`config.mk`:
```
export PLATFORM = sky130hd
export DESIGN_NAME = decode_stage_flat
export DESIGN_NICKNAME = d
export VERILOG_FILES = /design/src/rtl/y86_pkg.sv /design/src/rtl/decode_stage_if.sv /design/src/rtl/y86_regfile.sv /design/src/rtl/decode_stage.sv /design/src/flat_wrapper.sv
export SDC_FILE = /design/constraint.sdc
export NUM_CORES = 2
export LEC_CHECK = 0
export ABC_CLOCK_PERIOD_IN_PS = 2600
export CELL_PAD_IN_SITES_DETAIL_PLACEMENT = 1
export CELL_PAD_IN_SITES_GLOBAL_PLACEMENT = 1
export CORE_AREA = 5 5 419 421
export DETAILED_ROUTE_END_ITERATION = 10
export DIE_AREA = 0 0 424 426
export PLACE_DENSITY_LB_ADDON = 0.1
export RECOVER_POWER = 100
export SKIP_CTS_REPAIR_TIMING = 1
export SLEW_MARGIN = 5
export SYNTH_ARGS = -nofsm -noshare
export SYNTH_HDL_FRONTEND = slang
export SYNTH_SLANG_ARGS = --single-unit
```
`constraint.sdc`:
```
create_clock -name clk -period 2.6 [get_ports clk]
set_input_delay 0.78 -clock clk [delete_from_list [all_inputs] [get_ports clk]]
set_output_delay 0.78 -clock clk [all_outputs]
set_load 0.02 [all_outputs]
```
`src/rtl/y86_pkg.sv`:
```
// Shared definitions for the Y86-64 decode slice: instruction codes,
// register ids, datapath width and the D pipeline-register layout.
package y86_pkg;

  localparam int XLEN  = 64;
  localparam int NREGS = 15;

  typedef logic [3:0]      reg_id_t;
  typedef logic [3:0]      icode_t;
  typedef logic [XLEN-1:0] word_t;

  // Instruction codes
  localparam icode_t I_HALT   = 4'h0;
  localparam icode_t I_NOP    = 4'h1;
  localparam icode_t I_RRMOVQ = 4'h2;
  localparam icode_t I_IRMOVQ = 4'h3;
  localparam icode_t I_RMMOVQ = 4'h4;
  localparam icode_t I_MRMOVQ = 4'h5;
  localparam icode_t I_OPQ    = 4'h6;
  localparam icode_t I_JXX    = 4'h7;
  localparam icode_t I_CALL   = 4'h8;
  localparam icode_t I_RET    = 4'h9;
  localparam icode_t I_PUSHQ  = 4'hA;
  localparam icode_t I_POPQ   = 4'hB;

  // Register ids
  localparam reg_id_t RNONE = 4'hF;
  localparam reg_id_t RRSP  = 4'h4;

  // Contents of the D pipeline register
  typedef struct packed {
    icode_t     icode;
    logic [3:0] ifun;
    reg_id_t    ra;
    reg_id_t    rb;
    word_t      valc;
    word_t      valp;
    logic       valid;
  } d_reg_t;

  // Value loaded on reset and on a bubble: a valid NOP with no operands
  localparam d_reg_t D_RESET = '{
    icode: I_NOP,
    ifun:  4'h0,
    ra:    RNONE,
    rb:    RNONE,
    valc:  '0,
    valp:  '0,
    valid: 1'b1
  };

endpackage

```
`src/rtl/decode_stage_if.sv`:
```
// Bundle of the signals around the decode stage: fetch inputs, pipeline
// control, write-back port and the outputs towards execute.
// master = the surrounding pipeline / testbench, slave = decode_stage.
interface decode_stage_if;
  import y86_pkg::*;

  // From fetch
  icode_t     f_icode;
  logic [3:0] f_ifun;
  reg_id_t    f_rA;
  reg_id_t    f_rB;
  word_t      f_valC;
  word_t      f_valP;
  logic       f_instr_valid;

  // Pipeline control
  logic       D_stall;
  logic       D_bubble;

  // Write-back from W stage
  reg_id_t    W_dstE;
  word_t      W_valE;
  reg_id_t    W_dstM;
  word_t      W_valM;

  // To execute / hazard unit
  icode_t     d_icode;
  logic [3:0] d_ifun;
  word_t      d_valC;
  word_t      d_valA;
  word_t      d_valB;
  reg_id_t    d_srcA;
  reg_id_t    d_srcB;
  reg_id_t    d_dstE;
  reg_id_t    d_dstM;
  logic       d_instr_valid;

  modport master (
    output f_icode, f_ifun, f_rA, f_rB, f_valC, f_valP, f_instr_valid,
    output D_stall, D_bubble,
    output W_dstE, W_valE, W_dstM, W_valM,
    input  d_icode, d_ifun, d_valC, d_valA, d_valB,
    input  d_srcA, d_srcB, d_dstE, d_dstM, d_instr_valid
  );

  modport slave (
    input  f_icode, f_ifun, f_rA, f_rB, f_valC, f_valP, f_instr_valid,
    input  D_stall, D_bubble,
    input  W_dstE, W_valE, W_dstM, W_valM,
    output d_icode, d_ifun, d_valC, d_valA, d_valB,
    output d_srcA, d_srcB, d_dstE, d_dstM, d_instr_valid
  );

endinterface

```
`src/rtl/y86_regfile.sv`:
```
// Y86-64 register file: 15 x 64-bit, two combinational read ports, two
// write ports (E and M) with M taking priority on a shared destination,
// asynchronous clear. Id RNONE reads as zero and never writes.
// Optional: define WB_BYPASS_EN to forward same-cycle write data to the
// read ports (M over E); otherwise reads return the stored value.
module y86_regfile
  import y86_pkg::*;
#(
  parameter int NR = NREGS
) (
  input  logic    clk,
  input  logic    rst_n,
  input  reg_id_t rd_a_id_i,
  input  reg_id_t rd_b_id_i,
  output word_t   rd_a_o,
  output word_t   rd_b_o,
  input  reg_id_t wr_e_id_i,
  input  word_t   wr_e_data_i,
  input  reg_id_t wr_m_id_i,
  input  word_t   wr_m_data_i
);

  word_t regs_q [NR];

  // Register array write: async clear, then E write followed by M write
  // NOTE: this array is cleared on reset on purpose -- architectural state
  // must read zero after reset, so it is flops, not an inferred RAM.
  always_ff @(posedge clk or negedge rst_n) begin
    if (!rst_n) begin
      for (int i = 0; i < NR; i++) begin
        regs_q[i] <= '0;
      end
    end else begin
      // NOTE: with non-blocking assignments the last one to the same
      // element wins, so placing the M write second gives it priority.
      if (wr_e_id_i != RNONE) regs_q[wr_e_id_i] <= wr_e_data_i;
      if (wr_m_id_i != RNONE) regs_q[wr_m_id_i] <= wr_m_data_i;
    end
  end

  // Read port A: stored value (optionally bypassed), RNONE reads zero
  always_comb begin
    // NOTE: assign a default first so every path drives the output and
    // no latch is inferred.
    rd_a_o = '0;
    if (rd_a_id_i != RNONE) begin
      rd_a_o = regs_q[rd_a_id_i];
`ifdef WB_BYPASS_EN
      if (rd_a_id_i == wr_e_id_i) rd_a_o = wr_e_data_i;
      if (rd_a_id_i == wr_m_id_i) rd_a_o = wr_m_data_i;
`endif
    end
  end

  // Read port B: same rules as port A
  always_comb begin
    rd_b_o = '0;
    if (rd_b_id_i != RNONE) begin
      rd_b_o = regs_q[rd_b_id_i];
`ifdef WB_BYPASS_EN
      if (rd_b_id_i == wr_e_id_i) rd_b_o = wr_e_data_i;
      if (rd_b_id_i == wr_m_id_i) rd_b_o = wr_m_data_i;
`endif
    end
  end

endmodule

```
`src/rtl/decode_stage.sv`:
```
// Y86-64 decode stage: D pipeline register (stall > bubble > load),
// source/destination id derivation, valA select and the register file.
// Optional: WB_BYPASS_EN (consumed by y86_regfile) makes write-back data
// visible to decode in the same cycle.
module decode_stage
  import y86_pkg::*;
(
  input  logic           clk,
  input  logic           rst_n,
  decode_stage_if.slave  bus
);

  d_reg_t  d_q;
  d_reg_t  d_d;

  reg_id_t src_a;
  reg_id_t src_b;
  reg_id_t dst_e;
  reg_id_t dst_m;
  word_t   rd_a;
  word_t   rd_b;

  // D register next state: hold on stall, NOP on bubble, else load fetch
  always_comb begin
    d_d = d_q;
    if (bus.D_stall) begin
      d_d = d_q;
    end else if (bus.D_bubble) begin
      d_d = D_RESET;
    end else begin
      d_d.icode = bus.f_icode;
      d_d.ifun  = bus.f_ifun;
      d_d.ra    = bus.f_rA;
      d_d.rb    = bus.f_rB;
      d_d.valc  = bus.f_valC;
      d_d.valp  = bus.f_valP;
      d_d.valid = bus.f_instr_valid;
    end
  end

  // D register state: async reset to the NOP value
  always_ff @(posedge clk or negedge rst_n) begin
    if (!rst_n) begin
      d_q <= D_RESET;
    end else begin
      d_q <= d_d;
    end
  end

  // Source ids; unlisted (incl. invalid) icodes use no register
  always_comb begin
    src_a = RNONE;
    src_b = RNONE;
    case (d_q.icode)
      I_RRMOVQ, I_RMMOVQ, I_OPQ, I_PUSHQ: src_a = d_q.ra;
      I_RET, I_POPQ:                      src_a = RRSP;
      default:                            src_a = RNONE;
    endcase
    case (d_q.icode)
      I_RMMOVQ, I_MRMOVQ, I_OPQ:          src_b = d_q.rb;
      I_CALL, I_RET, I_PUSHQ, I_POPQ:     src_b = RRSP;
      default:                            src_b = RNONE;
    endcase
  end

  // Destination ids; unlisted (incl. invalid) icodes write nothing
  always_comb begin
    dst_e = RNONE;
    dst_m = RNONE;
    case (d_q.icode)
      I_RRMOVQ, I_IRMOVQ, I_OPQ:          dst_e = d_q.rb;
      I_CALL, I_RET, I_PUSHQ, I_POPQ:     dst_e = RRSP;
      default:                            dst_e = RNONE;
    endcase
    case (d_q.icode)
      I_MRMOVQ, I_POPQ:                   dst_m = d_q.ra;
      default:                            dst_m = RNONE;
    endcase
  end

  y86_regfile #(
    .NR (NREGS)
  ) u_regfile (
    .clk         (clk),
    .rst_n       (rst_n),
    .rd_a_id_i   (src_a),
    .rd_b_id_i   (src_b),
    .rd_a_o      (rd_a),
    .rd_b_o      (rd_b),
    .wr_e_id_i   (bus.W_dstE),
    .wr_e_data_i (bus.W_valE),
    .wr_m_id_i   (bus.W_dstM),
    .wr_m_data_i (bus.W_valM)
  );

  // Outputs to execute: call and jump carry valP in valA
  always_comb begin
    bus.d_icode       = d_q.icode;
    bus.d_ifun        = d_q.ifun;
    bus.d_valC        = d_q.valc;
    bus.d_valA        = (d_q.icode == I_JXX || d_q.icode == I_CALL) ? d_q.valp : rd_a;
    bus.d_valB        = rd_b;
    bus.d_srcA        = src_a;
    bus.d_srcB        = src_b;
    bus.d_dstE        = dst_e;
    bus.d_dstM        = dst_m;
    bus.d_instr_valid = d_q.valid;
  end

endmodule

```
`src/flat_wrapper.sv`:
```
// flat-port wrapper written by rule: the top's interface ports become plain ports
module decode_stage_flat import y86_pkg::*;
  (clk, rst_n, bus_f_icode, bus_f_ifun, bus_f_rA, bus_f_rB, bus_f_valC, bus_f_valP, bus_f_instr_valid, bus_D_stall, bus_D_bubble, bus_W_dstE, bus_W_valE, bus_W_dstM, bus_W_valM, bus_d_icode, bus_d_ifun, bus_d_valC, bus_d_valA, bus_d_valB, bus_d_srcA, bus_d_srcB, bus_d_dstE, bus_d_dstM, bus_d_instr_valid);
  decode_stage_if bus_i ();
  input  logic clk;
  input  logic rst_n;
  input wire logic [$bits(bus_i.f_icode)-1:0] bus_f_icode;
  input wire logic [$bits(bus_i.f_ifun)-1:0] bus_f_ifun;
  input wire logic [$bits(bus_i.f_rA)-1:0] bus_f_rA;
  input wire logic [$bits(bus_i.f_rB)-1:0] bus_f_rB;
  input wire logic [$bits(bus_i.f_valC)-1:0] bus_f_valC;
  input wire logic [$bits(bus_i.f_valP)-1:0] bus_f_valP;
  input wire logic [$bits(bus_i.f_instr_valid)-1:0] bus_f_instr_valid;
  input wire logic [$bits(bus_i.D_stall)-1:0] bus_D_stall;
  input wire logic [$bits(bus_i.D_bubble)-1:0] bus_D_bubble;
  input wire logic [$bits(bus_i.W_dstE)-1:0] bus_W_dstE;
  input wire logic [$bits(bus_i.W_valE)-1:0] bus_W_valE;
  input wire logic [$bits(bus_i.W_dstM)-1:0] bus_W_dstM;
  input wire logic [$bits(bus_i.W_valM)-1:0] bus_W_valM;
  output wire logic [$bits(bus_i.d_icode)-1:0] bus_d_icode;
  output wire logic [$bits(bus_i.d_ifun)-1:0] bus_d_ifun;
  output wire logic [$bits(bus_i.d_valC)-1:0] bus_d_valC;
  output wire logic [$bits(bus_i.d_valA)-1:0] bus_d_valA;
  output wire logic [$bits(bus_i.d_valB)-1:0] bus_d_valB;
  output wire logic [$bits(bus_i.d_srcA)-1:0] bus_d_srcA;
  output wire logic [$bits(bus_i.d_srcB)-1:0] bus_d_srcB;
  output wire logic [$bits(bus_i.d_dstE)-1:0] bus_d_dstE;
  output wire logic [$bits(bus_i.d_dstM)-1:0] bus_d_dstM;
  output wire logic [$bits(bus_i.d_instr_valid)-1:0] bus_d_instr_valid;
  assign bus_i.f_icode = bus_f_icode;
  assign bus_i.f_ifun = bus_f_ifun;
  assign bus_i.f_rA = bus_f_rA;
  assign bus_i.f_rB = bus_f_rB;
  assign bus_i.f_valC = bus_f_valC;
  assign bus_i.f_valP = bus_f_valP;
  assign bus_i.f_instr_valid = bus_f_instr_valid;
  assign bus_i.D_stall = bus_D_stall;
  assign bus_i.D_bubble = bus_D_bubble;
  assign bus_i.W_dstE = bus_W_dstE;
  assign bus_i.W_valE = bus_W_valE;
  assign bus_i.W_dstM = bus_W_dstM;
  assign bus_i.W_valM = bus_W_valM;
  assign bus_d_icode = bus_i.d_icode;
  assign bus_d_ifun = bus_i.d_ifun;
  assign bus_d_valC = bus_i.d_valC;
  assign bus_d_valA = bus_i.d_valA;
  assign bus_d_valB = bus_i.d_valB;
  assign bus_d_srcA = bus_i.d_srcA;
  assign bus_d_srcB = bus_i.d_srcB;
  assign bus_d_dstE = bus_i.d_dstE;
  assign bus_d_dstM = bus_i.d_dstM;
  assign bus_d_instr_valid = bus_i.d_instr_valid;
  decode_stage u_core (.clk(clk), .rst_n(rst_n), .bus(bus_i));
endmodule
```
* Yosys cells after proc, flatten, opt, wreduce, memory -nomap -nowiden
Index checks and enable logic that the tools add are counted.
** Word-level totals
- Flip-flop bits (word level) :: 1105
- Latch bits :: 0
- Bits in writable memories :: 0
- Bits in read-only memories :: 0
- Input bits :: 285
- Logic and storage cells :: 77
- Memories :: 0
** Cells by class
- $add $sub $neg :: 0
- $mul :: 0
- Divide/modulo/power cells :: 0
- Magnitude comparators :: 6
- Equality and inequality tests :: 14
- Shift-type cells :: 0
- Multiplexer cells :: 22
- Bitwise gates (word level) :: 4
- Reduce and logical (&&, ||, !) cells :: 9
** Operators by type and width (number)
- bitwise mux 960 bit :: 2
- two-way mux 960 bit :: 2
- two-way mux 64 bit :: 9
- binary-select mux 64 bit (select 4 bit) :: 2
- demux 64 bit (select 4 bit) :: 2
- two-way mux 145 bit :: 1
- case mux 4 bit (2 select lines) :: 3
- >= comparator 5 bit, second input constant :: 4
- NOT 4 -> 5 bit :: 4
- == test 4 x 3 -> 1 bit, second input constant :: 4
- == test 4 bit, second input constant :: 4
- inequality test 4 bit, second input constant :: 4
- < comparator 5 x 1 -> 1 bit, second input constant :: 2
- == test 4 x 2 -> 1 bit, second input constant :: 2
- OR reduction 4 bit :: 2
- OR reduction 3 bit :: 2
- two-way mux 4 bit :: 1
- OR reduction 2 bit :: 2
- logical AND 1 bit :: 2
- logical OR 1 bit :: 1

* Longest topological paths before layout
- Word-level depth :: 9
- Depth in mapped cells :: 11
- Gate-level depth less buffers :: 8

* By module
A second synthesis with hierarchy kept.
** Unflattened totals
- Cell total of the unflattened synthesis :: 7464
- Area, all modules :: 71343.4 um^2
** By module, submodules not included
- y86_regfile :: instances 1, cells each 6280, area an instance 61280.0 um^2, sequential area each 24023.0 um^2
- decode_stage :: instances 1, cells each 1184, area an instance 10063.4 um^2, sequential area each 3641.0 um^2

* Worst setup path before layout
No wires, ideal clock.
- Kind :: reg2out
- Start point :: register u_core.d_q, in the netlist u_core.bus.d_icode[0]
- End point :: output port bus_d_valB[14]
- Arrival :: 2334 ps
- Data required time :: 1820 ps
- Path slack :: -514 ps
- Cell stages (with the launch flop) :: 10
- Buffers on the path :: 3
- Cells stage by stage :: dfstp_2 -> buf_2 -> a21oi_1 -> nand2_1 -> clkbuf_1 -> buf_1 -> a21oi_1 -> a21oi_1 -> a22oi_1 -> o21ai_0
** On the way
- Cells in the longest elaborated chain, start to end :: 8
- Elaborated cells between the ends (all ways) :: 16
** RTL lines
- from (decl) :: RTL line decode_stage.sv:13 : d_reg_t d_q;
- from (signal assigned) :: RTL line decode_stage.sv:44 : d_q <= D_RESET;
- from (signal assigned) :: RTL line decode_stage.sv:46 : d_q <= d_d;
- == test 4 bit / == test 4 x 3 -> 1 bit (equally long branches) :: RTL line decode_stage.sv:59 : case (d_q.icode)
- OR reduction 4 bit / OR reduction 3 bit (equally long branches) :: RTL line decode_stage.sv:59
- case mux 4 bit (2 select lines) (*) :: RTL line decode_stage.sv:59
- NOT 4 -> 5 bit (not written as such) :: RTL line y86_regfile.sv:59 : rd_b_o = regs_q[rd_b_id_i];
- binary-select mux 64 bit (select 4 bit) :: RTL line y86_regfile.sv:59
- two-way mux 64 bit (not written as such) (2 in a row) :: RTL line y86_regfile.sv:59
- two-way mux 64 bit (*) :: RTL line y86_regfile.sv:58 : if (rd_b_id_i != RNONE) begin
- to (decl) :: RTL line flat_wrapper.sv:24 : output wire logic [$bits(bus_i.d_valB)-1:0] bus_d_valB;
Mark *: on every way between the ends. The rest lies on a longest branch, timed or not. The select of a mux whose other input is x is not followed.

* Final worst setup path
- Start point :: register u_core.d_q, in the netlist u_core.bus.d_icode[2]
- End point :: output port bus_d_valA[9]
** On the way
- Cells in the longest elaborated chain, start to end :: 9
- Elaborated cells between the ends (all ways) :: 19
** RTL lines
- == test 4 x 2 -> 1 bit (tied with other cells) :: RTL line decode_stage.sv:54 : case (d_q.icode)
- OR reduction 4 bit / OR reduction 2 bit (equally long branches) :: RTL line decode_stage.sv:54
- case mux 4 bit (2 select lines) :: RTL line decode_stage.sv:54
- NOT 4 -> 5 bit (not written as such) :: RTL line y86_regfile.sv:47 : rd_a_o = regs_q[rd_a_id_i];
- binary-select mux 64 bit (select 4 bit) :: RTL line y86_regfile.sv:47
- two-way mux 64 bit (not written as such) (2 in a row) :: RTL line y86_regfile.sv:47
- two-way mux 64 bit :: RTL line y86_regfile.sv:46 : if (rd_a_id_i != RNONE) begin
- two-way mux 64 bit (*) :: RTL line decode_stage.sv:101 : bus.d_valA = (d_q.icode == I_JXX || d_q.icode == I_CALL) ? d_q.valp : rd_a;
- to (decl) :: RTL line flat_wrapper.sv:23 : output wire logic [$bits(bus_i.d_valA)-1:0] bus_d_valA;
Marks and branches as above.

==> metrics <==
Final Max Tran Viols=roughly 120; Die Area=181000 um^2; All-Layer GR Usage=between 30% and 40%; Period Utilization, post-route=167%; Detail Route Antenna Nets=0; crit path from=u_core.bus.d_icode[2]$_DFFE_PN0N_; Cell Area, Synth=68100 um^2; busiest layer in global routing=met2; Worst Path Class, Setup=reg2out; vias in the first global route=~74000; clk_skew=0 ns; failing checks=capacitance limit, slew limit, setup timing; met1 GRT Util=a little under half; synthesis-to-layout area growth=35.0%; Max Clk Rate=about 0.23 GHz; H-tree depth=4; unrepaired setup endpoints after global routing=yes; top_reg_cell synth=dfrtp_1; Reg clk slew, reported paths=0.06 ns; clock tree sinks=around 1100; Post-synth EDFFs=0; delay of the slowest critical-path stage=0.45 ns; Starting Density=approximately two fifths; power per standard cell area=between 600 and 700 nW/um^2; total routed wirelength=between 300000 and 400000 um; number of CTS-inserted buffers=between 100 and 150; first-pass GRT wire length=509000 um; Slowest cell on crit path=dfrtp_2; register area share after synthesis=between 40% and 50%; CP Capture Type=output port; drt first-iter violations=~7400; die width=about 420 um; worst r2r src=u_core.d_q[133]$_DFFE_PN1N_; # DRC=0; syn_area_per_cell=8.40 um^2; most frequent cells in the layout=1309 x nand2_1, 1136 x mux2i_1, 1093 x dfrtp_1, 965 x o21ai_0, 790 x a21oi_1; Filler Cells Inserted=between 15000 and 20000; Syn Inst Count=roughly 8100; Die Height=between 400 and 500 um; Final Non-Filler Cells=11200; Setup WS post-layout=-1.75 ns; CP Launch Type=flop; grt ovf=0; placed insts=around 11000; clock buffer depth=3; leakage power=41.1 nW; DR WL/cell=32.2 um; crit path time final=4.35 ns; root buf cell=clkbuf_16; Final #Nets=9131; setup TNS=-262.95 ns; Yosys reg bits=around 1100; Reg area=between 20000 and 30000 um^2; initial antenna violation count=21; I/O pin total=between 500 and 600; # Max-Cap Violations=1; Clock Latency Late Sink=approximately 0.80 ns; Core Region=about 170000 um^2; net count after synthesis=8391; CTS tree=yes; # port buffers=approximately 500; Slew HR=-58.0%; Multi-input gate area=just under 40000 um^2; number of library cell types mapped by synthesis=60; worst hold start=bus_D_bubble; post-layout util=53.8%; CP Cell Sequence=and2_4 > buf_12 > o41ai_4 > o22ai_4 > buf_4 > clkbuf_16 > buf_4 > a311oi_2 > a211oi_2 > a21oi_2 > buf_6; critical path arrival=~3.6 ns; Vias/cell=around 6.5; CP Data Required Time=roughly 1.8 ns; peak supply drop=617 uV; status=finished, violations left; gpl congestion=0.928; FP Rows=roughly 150; Ys Warns=0; grt met2 use=between 50% and 60%; most numerous cell on the critical path=buf_4; commonest non-fill, non-tap cell in the layout=nand2_1; largest net degree at the start of global routing=126; Async SR Flop Fraction=100%; Vias=approximately 73000; hold crit path type=in2reg; worst slew pin tran=approximately 2.4 ns; worst-path maximum fanout=8; Setup Viol. Count Final=slightly below 800; GR Util met3=6.48%; layout cell share with drive strength beyond 1=~21%; dpl hpwl=between 200000 and 250000 um; Initial DRT Pass Iterations=6; DP Worst Slack=-1.23 ns; Final Hold Viols=0
==> stage by stage <==
step / power [mW] / cell area (um^2) / hold WS, ns
finish: 63.0 / 92000 / 0.378
global route: 65.5 / 92000 / 0.416
CTS: 62.0 / 90500 / -0.217
detailed placement: 41.5 / 85700 / 0.473
global placement: 40.7 / 85700 / 0.464
floorplan: 33.3 / 70800 / 0.450
==> Yosys cell counts (6+ instances only) <==
library cell | count | area share [%]
a211oi_1 | 160 | 1.8
a21oi_1 | 893 | 6.6
a221o_1 | 8 | 0.12
a221oi_1 | 219 | 2.8
a22oi_1 | 97 | 1.1
a311oi_1 | 57 | 0.73
a31oi_1 | 117 | 1.1
a32oi_1 | 7 | 0.090
and3_1 | 34 | 0.31
buf_1 | 76 | 0.42
buf_2 | 164 | 1.2
buf_4 | 83 | 0.91
buf_6 | 6 | 0.099
clkbuf_1 | 632 | 3.5
dfrtp_1 | 1095 | 40
dfstp_2 | 10 | 0.39
inv_1 | 10 | 0.055
inv_2 | 7 | 0.039
mux2i_1 | 1144 | 17
nand2_1 | 1318 | 7.3
nand2b_1 | 148 | 1.4
nand3_1 | 100 | 0.73
nor2_1 | 467 | 2.6
nor2b_1 | 7 | 0.064
nor3_1 | 21 | 0.15
o211ai_1 | 60 | 0.66
o21ai_0 | 1061 | 7.8
o21ai_1 | 23 | 0.17
o221ai_1 | 23 | 0.30
o22ai_1 | 8 | 0.073
or2_2 | 10 | 0.092
==> layer usage <==
metal  wire length, um  part of all wire [%]
met1            141000                    39
met2            164000                    46
met3             29300                   8.1
met4             26400                   7.3
met5                69                 0.019
==> worst paths after layout <==
check	endpoint	slack, ns	cells after the start
max	bus_d_valA[9]	-1.75	11
max in group asynchronous	u_core.u_regfile.regs_q[244]$_DFF_PN0_	-0.13	4
min reg2reg	u_core.bus.d_valC[50]$_DFFE_PN0N_	0.48	2
min in group asynchronous	u_core.u_regfile.regs_q[432]$_DFF_PN0_	0.76	2
max reg2reg	u_core.d_q[133]$_DFFE_PN1N_	0.92	5
min	u_core.d_q[131]$_DFFE_PN1N_	0.38	3
==> power by group <==
part | internal [mW] | switching [mW] | total (mW)
Combinational | 8.05 | 10.2 | 18.2
Sequential | 20.7 | 3.65 | 24.3
Clock | 12.1 | 8.42 | 20.5
==> logic make-up (layout without fill, tap and decap cells) <==
family                 count (synthesis)  in the layout  synth area share (%)
flip-flops                          1105           1105                  40.6
buffers and inverters                978           1828                  6.21
AND/OR/NAND/NOR                     2125           2125                  12.8
multiplexers                        1145           1145                  16.8
other                                  0             19                     0
AO/OA/AOI/OAI                       2753           2753                  23.5
==> worst max-delay path: cells and delay by family, from the launching register on <==
kind / cells / cell delay, ns
AND/OR/NAND/NOR: 1 / 0.20
buffers and inverters: 5 / 0.85
AO/OA/AOI/OAI: 5 / 1.23
flip-flops: 1 / 0.45
==> final cells by class <==
type / count / area share [%]
Timing Repair Buffer: 1558 / 18.9
Clock buffer: 220 / 4.73
Tap cell: 2233 / 3.04
Inverter: 17 / 0.150
Clock inverter: 33 / 0.388
Multi-Input combinational cell: 6023 / 42.6
Antenna cell: 19 / 0.0517
Sequential cell: 1105 / 30.1
==> flip-flops by register name, summed over array words and instances (netlist names) <==
register / count
u_core.bus.d_icode: 4
u_core.bus.d_ifun: 4
u_core.bus.d_instr_valid: 1
u_core.bus.d_valC: 64
u_core.d_q: 72
u_core.u_regfile.regs_q: 960
Power figures use the tool's default switching activity.
